**src/rtl/mdr_pkg.sv**
```systemverilog
// Shared types and helpers for the memory data register / handshake controller.
package mdr_pkg;

    // Access size encodings as presented on the size port
    typedef enum logic [1:0] {
        SZ_BYTE = 2'b00,
        SZ_HALF = 2'b01,
        SZ_WORD = 2'b10,
        SZ_FULL = 2'b11
    } size_e;

    // Controller states
    typedef enum logic [1:0] {
        ST_IDLE    = 2'b00,
        ST_RD_WAIT = 2'b01,
        ST_WR_WAIT = 2'b10,
        ST_FAULT   = 2'b11
    } state_e;

    // Bytes touched by an access; a full access covers every lane of the word
    function automatic int unsigned size_bytes(input size_e sz, input int unsigned nb);
        case (sz)
            SZ_BYTE: return 1;
            SZ_HALF: return 2;
            SZ_WORD: return 4;
            default: return nb;
        endcase
    endfunction

endpackage

```
**src/rtl/mdr_lane_align.sv**
```systemverilog
// Lane steering: read extract/extend, write replicate, byte enables, misalignment.
module mdr_lane_align
    import mdr_pkg::*;
#(
    parameter  int unsigned DATA_W = 32,
    localparam int unsigned NB     = DATA_W / 8,
    localparam int unsigned LB     = $clog2(NB)
) (
    input  logic [1:0]        i_size,
    input  logic              i_sext,
    input  logic [LB-1:0]     i_off,
    input  logic [DATA_W-1:0] i_rdata,
    input  logic [DATA_W-1:0] i_wsrc,
    output logic [DATA_W-1:0] o_rd_ext,
    output logic [DATA_W-1:0] o_wdata,
    output logic [NB-1:0]     o_be,
    output logic              o_misalign
);

    size_e             w_sz;
    logic [DATA_W-1:0] w_shift;
    logic [LB-1:0]     w_amask;
    logic [NB-1:0]     w_sz_be;

    assign w_sz    = size_e'(i_size);
    assign w_shift = i_rdata >> {i_off, 3'b000};
    assign w_amask = LB'(size_bytes(w_sz, NB) - 1);

    // Offset must be a multiple of the access size
    assign o_misalign = |(i_off & w_amask);
    assign o_be       = w_sz_be << i_off;

    // Unshifted lane mask for the access size
    always_comb begin
        w_sz_be = '1;
        case (w_sz)
            SZ_BYTE: w_sz_be = NB'(1);
            SZ_HALF: w_sz_be = NB'(3);
            SZ_WORD: w_sz_be = NB'(15);
            default: w_sz_be = '1;
        endcase
    end

    // Read-side extension and write-side lane replication
    always_comb begin
        o_rd_ext = w_shift;
        o_wdata  = i_wsrc;
        case (w_sz)
            SZ_BYTE: begin
                o_rd_ext = i_sext ? DATA_W'($signed(w_shift[7:0])) : DATA_W'(w_shift[7:0]);
                o_wdata  = {NB{i_wsrc[7:0]}};
            end
            SZ_HALF: begin
                o_rd_ext = i_sext ? DATA_W'($signed(w_shift[15:0])) : DATA_W'(w_shift[15:0]);
                o_wdata  = {(NB/2){i_wsrc[15:0]}};
            end
            SZ_WORD: begin
                o_rd_ext = i_sext ? DATA_W'($signed(w_shift[31:0])) : DATA_W'(w_shift[31:0]);
                o_wdata  = {(NB/4){i_wsrc[31:0]}};
            end
            default: begin
                o_rd_ext = w_shift;
                o_wdata  = i_wsrc;
            end
        endcase
    end

endmodule

```
**src/rtl/mdr_mem_ctrl.sv**
```systemverilog
// Memory data register with req/ack memory handshake, sub-word access and fault reporting.
module mdr_mem_ctrl
    import mdr_pkg::*;
#(
    parameter  int unsigned DATA_W  = 32,
    parameter  int unsigned TIMEOUT = 15,
    localparam int unsigned NB      = DATA_W / 8,
    localparam int unsigned LB      = $clog2(NB),
    localparam int unsigned CW      = (TIMEOUT < 2) ? 1 : $clog2(TIMEOUT + 1)
) (
    input  logic              clk,
    input  logic              clr,
    input  logic              MDRin,
    input  logic              mem_rd_start,
    input  logic              mem_wr_start,
    input  logic [1:0]        size,
    input  logic              sext,
    input  logic [LB-1:0]     addr_lo,
    input  logic [DATA_W-1:0] BusMuxOut,
    input  logic [DATA_W-1:0] mem_rdata,
    input  logic              mem_ack,
    output logic              mem_req,
    output logic              mem_we,
    output logic [NB-1:0]     mem_be,
    output logic [DATA_W-1:0] mem_wdata,
    output logic [DATA_W-1:0] MDR_q,
    output logic [DATA_W-1:0] BusMuxIn_MDR,
    output logic              busy,
    output logic              done,
    output logic              err
);

    state_e            r_state, w_state_nxt;
    logic              r_req, w_req_nxt;
    logic              r_we, w_we_nxt;
    logic [NB-1:0]     r_be, w_be_nxt;
    logic [DATA_W-1:0] r_wdata, w_wdata_nxt;
    logic [DATA_W-1:0] r_mdr, w_mdr_nxt;
    logic              r_busy, w_busy_nxt;
    logic              r_done, w_done_nxt;
    logic              r_err, w_err_nxt;
    logic [CW-1:0]     r_cnt, w_cnt_nxt;
    logic [1:0]        r_size, w_size_nxt;
    logic              r_sext, w_sext_nxt;
    logic [LB-1:0]     r_off, w_off_nxt;

    logic [1:0]        w_al_size;
    logic [LB-1:0]     w_al_off;
    logic [DATA_W-1:0] w_rd_ext;
    logic [DATA_W-1:0] w_wdata;
    logic [NB-1:0]     w_be;
    logic              w_misalign;
    logic              w_tmo;

    // Live request fields are steered while idle, latched ones during a transaction
    assign w_al_size = (r_state == ST_IDLE) ? size    : r_size;
    assign w_al_off  = (r_state == ST_IDLE) ? addr_lo : r_off;

    // Timeout fires on the TIMEOUT-th consecutive ack-low wait edge
    assign w_tmo = (TIMEOUT != 0) && (32'(r_cnt) == TIMEOUT - 1);

    mdr_lane_align #(
        .DATA_W (DATA_W)
    ) u_align (
        .i_size     (w_al_size),
        .i_sext     (r_sext),
        .i_off      (w_al_off),
        .i_rdata    (mem_rdata),
        .i_wsrc     (r_mdr),
        .o_rd_ext   (w_rd_ext),
        .o_wdata    (w_wdata),
        .o_be       (w_be),
        .o_misalign (w_misalign)
    );

    // Next-state and next-output decode
    always_comb begin
        w_state_nxt = r_state;
        w_req_nxt   = r_req;
        w_we_nxt    = r_we;
        w_be_nxt    = r_be;
        w_wdata_nxt = r_wdata;
        w_mdr_nxt   = r_mdr;
        w_busy_nxt  = r_busy;
        w_done_nxt  = 1'b0;
        w_err_nxt   = r_err;
        w_cnt_nxt   = r_cnt;
        w_size_nxt  = r_size;
        w_sext_nxt  = r_sext;
        w_off_nxt   = r_off;

        case (r_state)
            ST_IDLE: begin
                if (mem_rd_start || mem_wr_start) begin
                    w_size_nxt = size;
                    w_sext_nxt = sext;
                    w_off_nxt  = addr_lo;
                    w_err_nxt  = 1'b0;
                    w_cnt_nxt  = '0;
                    w_busy_nxt = 1'b1;
                    if (w_misalign) begin
                        w_state_nxt = ST_FAULT;
                    end else begin
                        w_state_nxt = mem_rd_start ? ST_RD_WAIT : ST_WR_WAIT;
                        w_req_nxt   = 1'b1;
                        w_we_nxt    = ~mem_rd_start;
                        w_be_nxt    = w_be;
                        w_wdata_nxt = mem_rd_start ? '0 : w_wdata;
                    end
                end else if (MDRin) begin
                    w_mdr_nxt = BusMuxOut;
                end
            end
            ST_RD_WAIT, ST_WR_WAIT: begin
                if (mem_ack || w_tmo) begin
                    w_state_nxt = ST_IDLE;
                    w_req_nxt   = 1'b0;
                    w_we_nxt    = 1'b0;
                    w_be_nxt    = '0;
                    w_wdata_nxt = '0;
                    w_busy_nxt  = 1'b0;
                    w_done_nxt  = 1'b1;
                    w_cnt_nxt   = '0;
                    w_err_nxt   = ~mem_ack;
                    if (mem_ack && (r_state == ST_RD_WAIT)) begin
                        w_mdr_nxt = w_rd_ext;
                    end
                end else begin
                    w_cnt_nxt = r_cnt + CW'(1);
                end
            end
            ST_FAULT: begin
                w_state_nxt = ST_IDLE;
                w_busy_nxt  = 1'b0;
                w_done_nxt  = 1'b1;
                w_err_nxt   = 1'b1;
            end
            default: begin
                w_state_nxt = ST_IDLE;
            end
        endcase
    end

    // State and output registers
    always_ff @(posedge clk) begin
        if (clr) begin
            r_state <= ST_IDLE;
            r_req   <= 1'b0;
            r_we    <= 1'b0;
            r_be    <= '0;
            r_wdata <= '0;
            r_mdr   <= '0;
            r_busy  <= 1'b0;
            r_done  <= 1'b0;
            r_err   <= 1'b0;
            r_cnt   <= '0;
            r_size  <= 2'b00;
            r_sext  <= 1'b0;
            r_off   <= '0;
        end else begin
            r_state <= w_state_nxt;
            r_req   <= w_req_nxt;
            r_we    <= w_we_nxt;
            r_be    <= w_be_nxt;
            r_wdata <= w_wdata_nxt;
            r_mdr   <= w_mdr_nxt;
            r_busy  <= w_busy_nxt;
            r_done  <= w_done_nxt;
            r_err   <= w_err_nxt;
            r_cnt   <= w_cnt_nxt;
            r_size  <= w_size_nxt;
            r_sext  <= w_sext_nxt;
            r_off   <= w_off_nxt;
        end
    end

    assign mem_req      = r_req;
    assign mem_we       = r_we;
    assign mem_be       = r_be;
    assign mem_wdata    = r_wdata;
    assign MDR_q        = r_mdr;
    assign BusMuxIn_MDR = r_mdr;
    assign busy         = r_busy;
    assign done         = r_done;
    assign err          = r_err;

endmodule

```
**config.mk**
```make
export PLATFORM = sky130hd
export DESIGN_NAME = mdr_mem_ctrl
export DESIGN_NICKNAME = d
export VERILOG_FILES = /design/src/rtl/mdr_pkg.sv /design/src/rtl/mdr_lane_align.sv /design/src/rtl/mdr_mem_ctrl.sv
export SDC_FILE = /design/constraint.sdc
export NUM_CORES = 1
export LEC_CHECK = 0
export ABC_AREA = 1
export CORE_MARGIN = 2
export CORE_UTILIZATION = 35
export DETAILED_ROUTE_END_ITERATION = 8
export DONT_BUFFER_PORTS = 1
export GPL_TIMING_DRIVEN = 1
export PLACE_DENSITY_LB_ADDON = 0.12
export SETUP_SLACK_MARGIN = 0.5
export SLEW_MARGIN = 20
export SYNTH_ARGS = -nofsm -noshare
export SYNTH_HDL_FRONTEND = slang
export SYNTH_SLANG_ARGS = --single-unit
```
**constraint.sdc**
```tcl
create_clock -name clk -period 2.7 [get_ports clk]
set_input_delay 0.405 -clock clk [delete_from_list [all_inputs] [get_ports clk]]
set_output_delay 0.405 -clock clk [all_outputs]
set_load 0.01 [all_outputs]
```
# Word-level counts from Yosys, hierarchy flattened
# Cells that the tools add are included.
# word_totals
ff_bits	84
latchBits	0
mem_bits_rw	0
romBits	0
inputBits	75
out_inout_bits	105
elab_cells	88
memories	0
# classes
addsub	2
mul	0
div	0
order_cmp	0
eq_ne	11
shifts	2
n_mux	44
bitwise_logic	3
reduce_logical	13
# op_table
op	n
$mux W32	10
$pmux W32 S2	4
$shr A32 B5 Y32	1
$pmux W4 S2	3
$mux W4	5
$mux W2	6
$ne A2 B2 Y1 const B	5
$mux W1	9
$pmux W1 S2	3
$pmux W1 S3	2
$pmux W2 S3	1
$reduce_and A2 Y1	3
$reduce_and A5 Y1	1
$add A4 B1 Y4 const B	1
$eq A2 B1 Y1 const B	2
$eq A2 B2 Y1 const B	2
$eq A4 B4 Y1 const B	1
$logic_not A2 Y1	2
$pmux W2 S2	1
$reduce_and A4 Y1	1
$reduce_or A2 Y1	2
$shl A4 B2 Y4	1
$and A2 B2 Y2	1
$logic_or A1 B1 Y1	2
5 further kinds	6

# Logic depth before layout (Yosys ltp)
# logic_depth
ltp_word	10
ltp_mapped	15
mapped_depth_nobuf	12

# Cells and area by module
# Synthesis repeated with hierarchy kept, for this count alone.
# unflattened
hier_cells	943
hier_area_um2	5944.5
# by_module_without_submodules
module	instances	cells_per_inst	area_each_um2	seq_area_each_um2
mdr_mem_ctrl	1	682	4566.9	1681.6
mdr_lane_align	1	261	1377.6	0.0

# Worst setup path before layout
# OpenSTA, ideal clock, no wires.
# synth_timing
path_kind	register -> register
startpoint	reg r_state[0]
endpoint	reg r_wdata[2] (netlist: mem_wdata[2])
t_arrival_ps	1750
setup_slack_ps	811
stages_incl_launch_ff	14
n_path_buf	1
period_less_slack_ps	1889
path_cell_list	dfxtp_1 > inv_1 > ha_1 > inv_2 > nor2_1 > nand2_1 > nand2_1 > inv_2 > nand3_4 > nand2_4 > inv_4 > buf_4 > nand2_1 > a21oi_2
# synth_between
elab_chain_cells	9
# synth_rtl
element	line	text
start: declaration	mdr_mem_ctrl.sv:33	state_e r_state, w_state_nxt;
start signal: assignment	mdr_mem_ctrl.sv:161	r_state <= w_state_nxt;
$logic_not A2 Y1	mdr_mem_ctrl.sv:56, mdr_mem_ctrl.sv:57, mdr_mem_ctrl.sv:92	
$mux W2	mdr_mem_ctrl.sv:56	assign w_al_size = (r_state == ST_IDLE) ? size : r_size;
$eq A2 B1 Y1 or $logic_not A2 Y1 (tied branches)	mdr_pkg.sv:22	case (sz)
$pmux W2 S2	mdr_pkg.sv:22	
$sub A2 B1 Y2	mdr_lane_align.sv:27	assign w_amask = LB'(size_bytes(w_sz, NB) - 1);
$and A2 B2 Y2	mdr_lane_align.sv:30	assign o_misalign = |(i_off & w_amask);
$reduce_or A2 Y1	mdr_lane_align.sv:30	
$ne A2 B2 Y1 (no line)	n/a	
$reduce_and A4 Y1 (no line)	n/a	
end signal: assignment	mdr_mem_ctrl.sv:165	r_wdata <= w_wdata_nxt;
end: declaration	mdr_mem_ctrl.sv:37	logic [DATA_W-1:0] r_wdata, w_wdata_nxt;
# Several ways; a longest one is shown, not always the timed one.
# A chain may end at the register's enable or synchronous reset.

# Worst setup path after layout
# layout_timing
startpoint	reg r_state[0]
endpoint	reg r_wdata[31] (netlist: mem_wdata[31])
# layout_between
elab_chain_cells	9
# layout_rtl
element	line
$logic_not A2 Y1	mdr_mem_ctrl.sv:56, mdr_mem_ctrl.sv:57, mdr_mem_ctrl.sv:92
$mux W2	mdr_mem_ctrl.sv:56
$eq A2 B1 Y1 or $logic_not A2 Y1 (tied branches)	mdr_pkg.sv:22, mdr_lane_align.sv:48
$pmux W2 S2	mdr_pkg.sv:22
$sub A2 B1 Y2	mdr_lane_align.sv:27
$and A2 B2 Y2	mdr_lane_align.sv:30
$reduce_or A2 Y1	mdr_lane_align.sv:30
$ne A2 B2 Y1 (no line)	n/a
$reduce_and A4 Y1 (no line)	n/a
# Several ways; a longest one is shown, not always the timed one. The select of a mux whose other input is x is not followed.

==> impl_results.md <==
* Startpoint types: flip-flop
* Worst Skew at approximately 0.0067 ns
* Area grow syn2layout at 6.67%
* Seq/Total Area, Yosys at a little under a third
* Hold Crit Class: input pin to flip-flop
* Worst r2r src: r_state[0]$_SDFFE_PP0P_
* Num rows at 45
* CP max stage delay at slightly below 0.4 ns
* Port bufs at 0
* Final setup viols at 0
* Die height at about 130 um
* Post-Syn Nets at 821
* Vias per Instance at about 5.4
* DR pass1 iterations at 5
* Sink Count at between 80 and 90
* Status: finished clean
* Post-synth top area share at 31.4%
* First-pass GRT wire length at between 20000 and 30000 um
* Switching part of the total at between 50% and 60%
* Clk root buf: clkbuf_16
* Worst Hold Launch: clr
* Hold_buf cts at 0
* PD cells at roughly 1500 nW/um^2
* CTS tree: yes
* Period utilisation layout at 76.6%
* Post-synthesis cell area at approximately 5400 sq um
* Netlist cell types at 39
* Seq cells post-synth at 84
* Pint at between 4 and 5 mW
* Fin. max-slew vios at 0
* Layout cell share with drive strength beyond 1 at 24.0%
* Routed WL at 18900 um
* Vias in the first global route at around 4.6k
* R2R depth at 12
* Slew margin rel. at 63.4%
* Post-synthesis cell count at 740
* Arrival time at the worst endpoint at 2.35 ns
* Static Leak at 2.26 nW
* Crit path kind: flip-flop to flip-flop
* Filler cell count in the final layout at about 1.6k
* Core area at ~15000 sq um
* Final Hold Fails at 0
* DRC at 0
* Detailed Place HPWL at between 10000 and 15000 um
* Largest net degree at the start of global routing at 55
* ANT cells at 0
* Slowest cell on the critical path: dfxtp_1
* TritonCTS buffer count at 9
* Initial Util at about 35%
* Gate power share at between 50% and 60%
* Critical path, cell by cell: inv_1, ha_4, clkinv_8, nand2_1, nand2_2, nand2_4, nand2_4, nand3_4, nor2_8, buf_12, nand3_1, a21oi_1
* Initial antenna violation count at 0
* RSZ-0062 raised after global routing: false
* Reg power frac at between 20% and 30%
* Yosys warning count at 0
* Tmin final at roughly 2.1 ns
* Setup crit end kind: flip-flop
* Sw power at between 4 and 5 mW
* Clock transition at the registers of the reported paths at approximately 0.060 ns
* DIE AREA at around 16000 sq um
* Via count at approximately 4.8k
* Final Cell Area at 5710 sq um
* Final net count at ~780
* RR Endpoint: mem_wdata[31]$_SDFFE_PP0P_
* Synth area leader: dfxtp_1
* Required time of the critical path at between 2 and 3 ns
* F_max at a little under 0.5 GHz
* Gr ovfl total at 0
* Clk network pwr share at between 15 and 20%
* Die Span X at between 100 and 150 um
* CTS H-tree lvls at 3
* Initial drt markers at ~350
* CTS Buffer Depth at 2
* I/O Pins at between 150 and 200
* Actual slew at the worst max-slew pin at about 0.55 ns
* Final antenna-violating net count at 0
* Clk_lat worst skew at roughly 0.35 ns
* Total GRT Usage at a little over a fifth
* Tightest hold margin at about 0.12 ns
* Routed len/inst at ~21 um
* Hold Path Stages at 1
* Maximum vdd drop at between 0.4 and 0.5 mV
* Worst Hold End: mem_wdata[3]$_SDFFE_PP0P_
* R2R Setup Slk at approximately 0.63 ns
* Cell mode on critical path: nand2_4
* Fin Setup TNS at 0 ns
* Mean Syn Cell Area at around 7.2 sq um
* Placer Congestion at around 0.87
* Area after DPL at 5180 sq um
* Critical path peak fanout at 14
* Synth area leaders: dfxtp_1, nand2_1, nand3_1
* Max cap viols at 0
-- cell usage after synthesis, drive strengths merged --
master,instances
o21ai,59
or3,1
clkbuf,19
a31oi,8
nor3,4
and3,1
a21oi,82
nor2,49
o21a,2
dfxtp,84
nand2,204
o211ai,9
o22ai,1
inv,29
or2,31
nand3b,2
buf,57
ha,6
nand3,92
-- area by class of cell --
type / count / area [sq um] / share of cell area (%)
clock buffer: 9 / 225 / 3.95
clock inverter: 7 / 98.8 / 1.73
inverter: 29 / 141 / 2.48
multi-input combinational: 554 / 3140 / 54.9
sequential: 84 / 1680 / 29.5
tap: 188 / 235 / 4.12
timing repair buffer: 15 / 176 / 3.09
timing repair inverter: 1 / 11.3 / 0.197
-- cell usage in the layout, fill, tap and decap left out, types with 2 or more instances in the layout --
cell         n
nor2_4       4
clkbuf_16   11
a21oi_1     53
nand3_1     73
a31oi_1      8
buf_4       10
nor2_1      41
nand2_1    166
nor3_1       4
clkinv_4     2
o211ai_1     9
nand3b_1     2
or2_2       30
inv_8        2
o21ai_0     54
dfxtp_1     83
nand2_8      4
inv_2        4
nand3_4      6
nor2_8       2
o21ai_1      5
buf_12       2
ha_1         5
a21oi_2     29
inv_1       22
nand3_2     16
nand2_4     11
nand2_2     23
bufinv_16    2
nor2_2       2
o21a_1       2
-- metrics by stage --
step	utilization [%]	instances	setup WS [ns]	total power, mW
after floorplan	-	740	0.811	6.21
after global placement	34.3	862	0.339	7.00
after detailed placement	34.3	862	0.326	7.04
after CTS	36.5	878	0.459	8.46
after global routing	37.8	887	0.502	9.46
final	37.8	887	0.631	8.80
-- registers in the layout (all words and copies together) (netlist names) --
signal	cells
BusMuxIn_MDR	32
mem_wdata	32
mem_be	4
r_cnt	4
r_off	2
r_size	2
r_state	2
busy	1
done	1
err	1
mem_req	1
mem_we	1
r_sext	1
-- per-layer routing --
| metal | part of all wire [%] | vias to the layer above | track usage (%) | routed length [um] |
|---|---|---|---|---|
| met5 | 0 | - | 0 | 0 |
| met4 | 1.5 | 0 | 6.21 | 288 |
| met3 | 8.9 | 21 | 7.29 | 1670 |
| met2 | 46 | 194 | 35.4 | 8680 |
| met1 | 44 | 2261 | 28.2 | 8240 |
| li1 | - | 2344 | - | - |
-- critical path: cells and delay by family (launching register included) --
family	cells	cell delay, ns
AOI/OAI and AO/OA	1	0.14
buffers and inverters	3	0.39
and+or+nand+nor	7	0.83
DFF	1	0.39
adders and majority gates	1	0.22
-- cells by family (layout without fill, tap and decap cells) --
group           after synthesis  count (layout)  synth area share [%]
simple gates                384             387                  37.6
compound gates              161             161                  17.8
buf+inv                     105              61                  11.8
flops                        84              84                  31.4
fa+ha+maj                     6               6                  1.40
-- how the worst max path moves through the flow --
stage / start / to / cells after the start
finish: r_state[0]$_SDFFE_PP0P_ / mem_wdata[31]$_SDFFE_PP0P_ / 12
global route: r_state[0]$_SDFFE_PP0P_ / mem_wdata[30]$_SDFFE_PP0P_ / 12
CTS: r_state[1]$_SDFFE_PP0P_ / BusMuxIn_MDR[13]$_SDFFE_PP0P_ / 11
detailed placement: r_state[0]$_SDFFE_PP0P_ / mem_wdata[15]$_SDFFE_PP0P_ / 10
global placement: r_state[0]$_SDFFE_PP0P_ / BusMuxIn_MDR[13]$_SDFFE_PP0P_ / 11
floorplan: r_state[0]$_SDFFE_PP0P_ / mem_wdata[2]$_SDFFE_PP0P_ / 13
-- power by group through the flow --
stage | logic, mW | registers [mW] | clock network (mW)
6_report | 4.91 | 2.52 | 1.37
5_1_grt | 5.43 | 2.59 | 1.44
4_1_cts | 4.55 | 2.52 | 1.39
3_5_place_dp | 4.49 | 2.55 | 0
3_3_place_gp | 4.46 | 2.54 | 0
2_1_floorplan | 4.10 | 2.11 | 0
-- repair_timing --
| action | CTS | global route |
|---|---|---|
| pin swaps | 0 | 5 |
| gates resized for setup | 4 | 17 |
| cloned | 0 | 6 |
| setup endpoints to repair | 60 | 65 |
| buffers inserted | 0 | 3 |
Note: power is estimated with default switching activity, not from simulation.
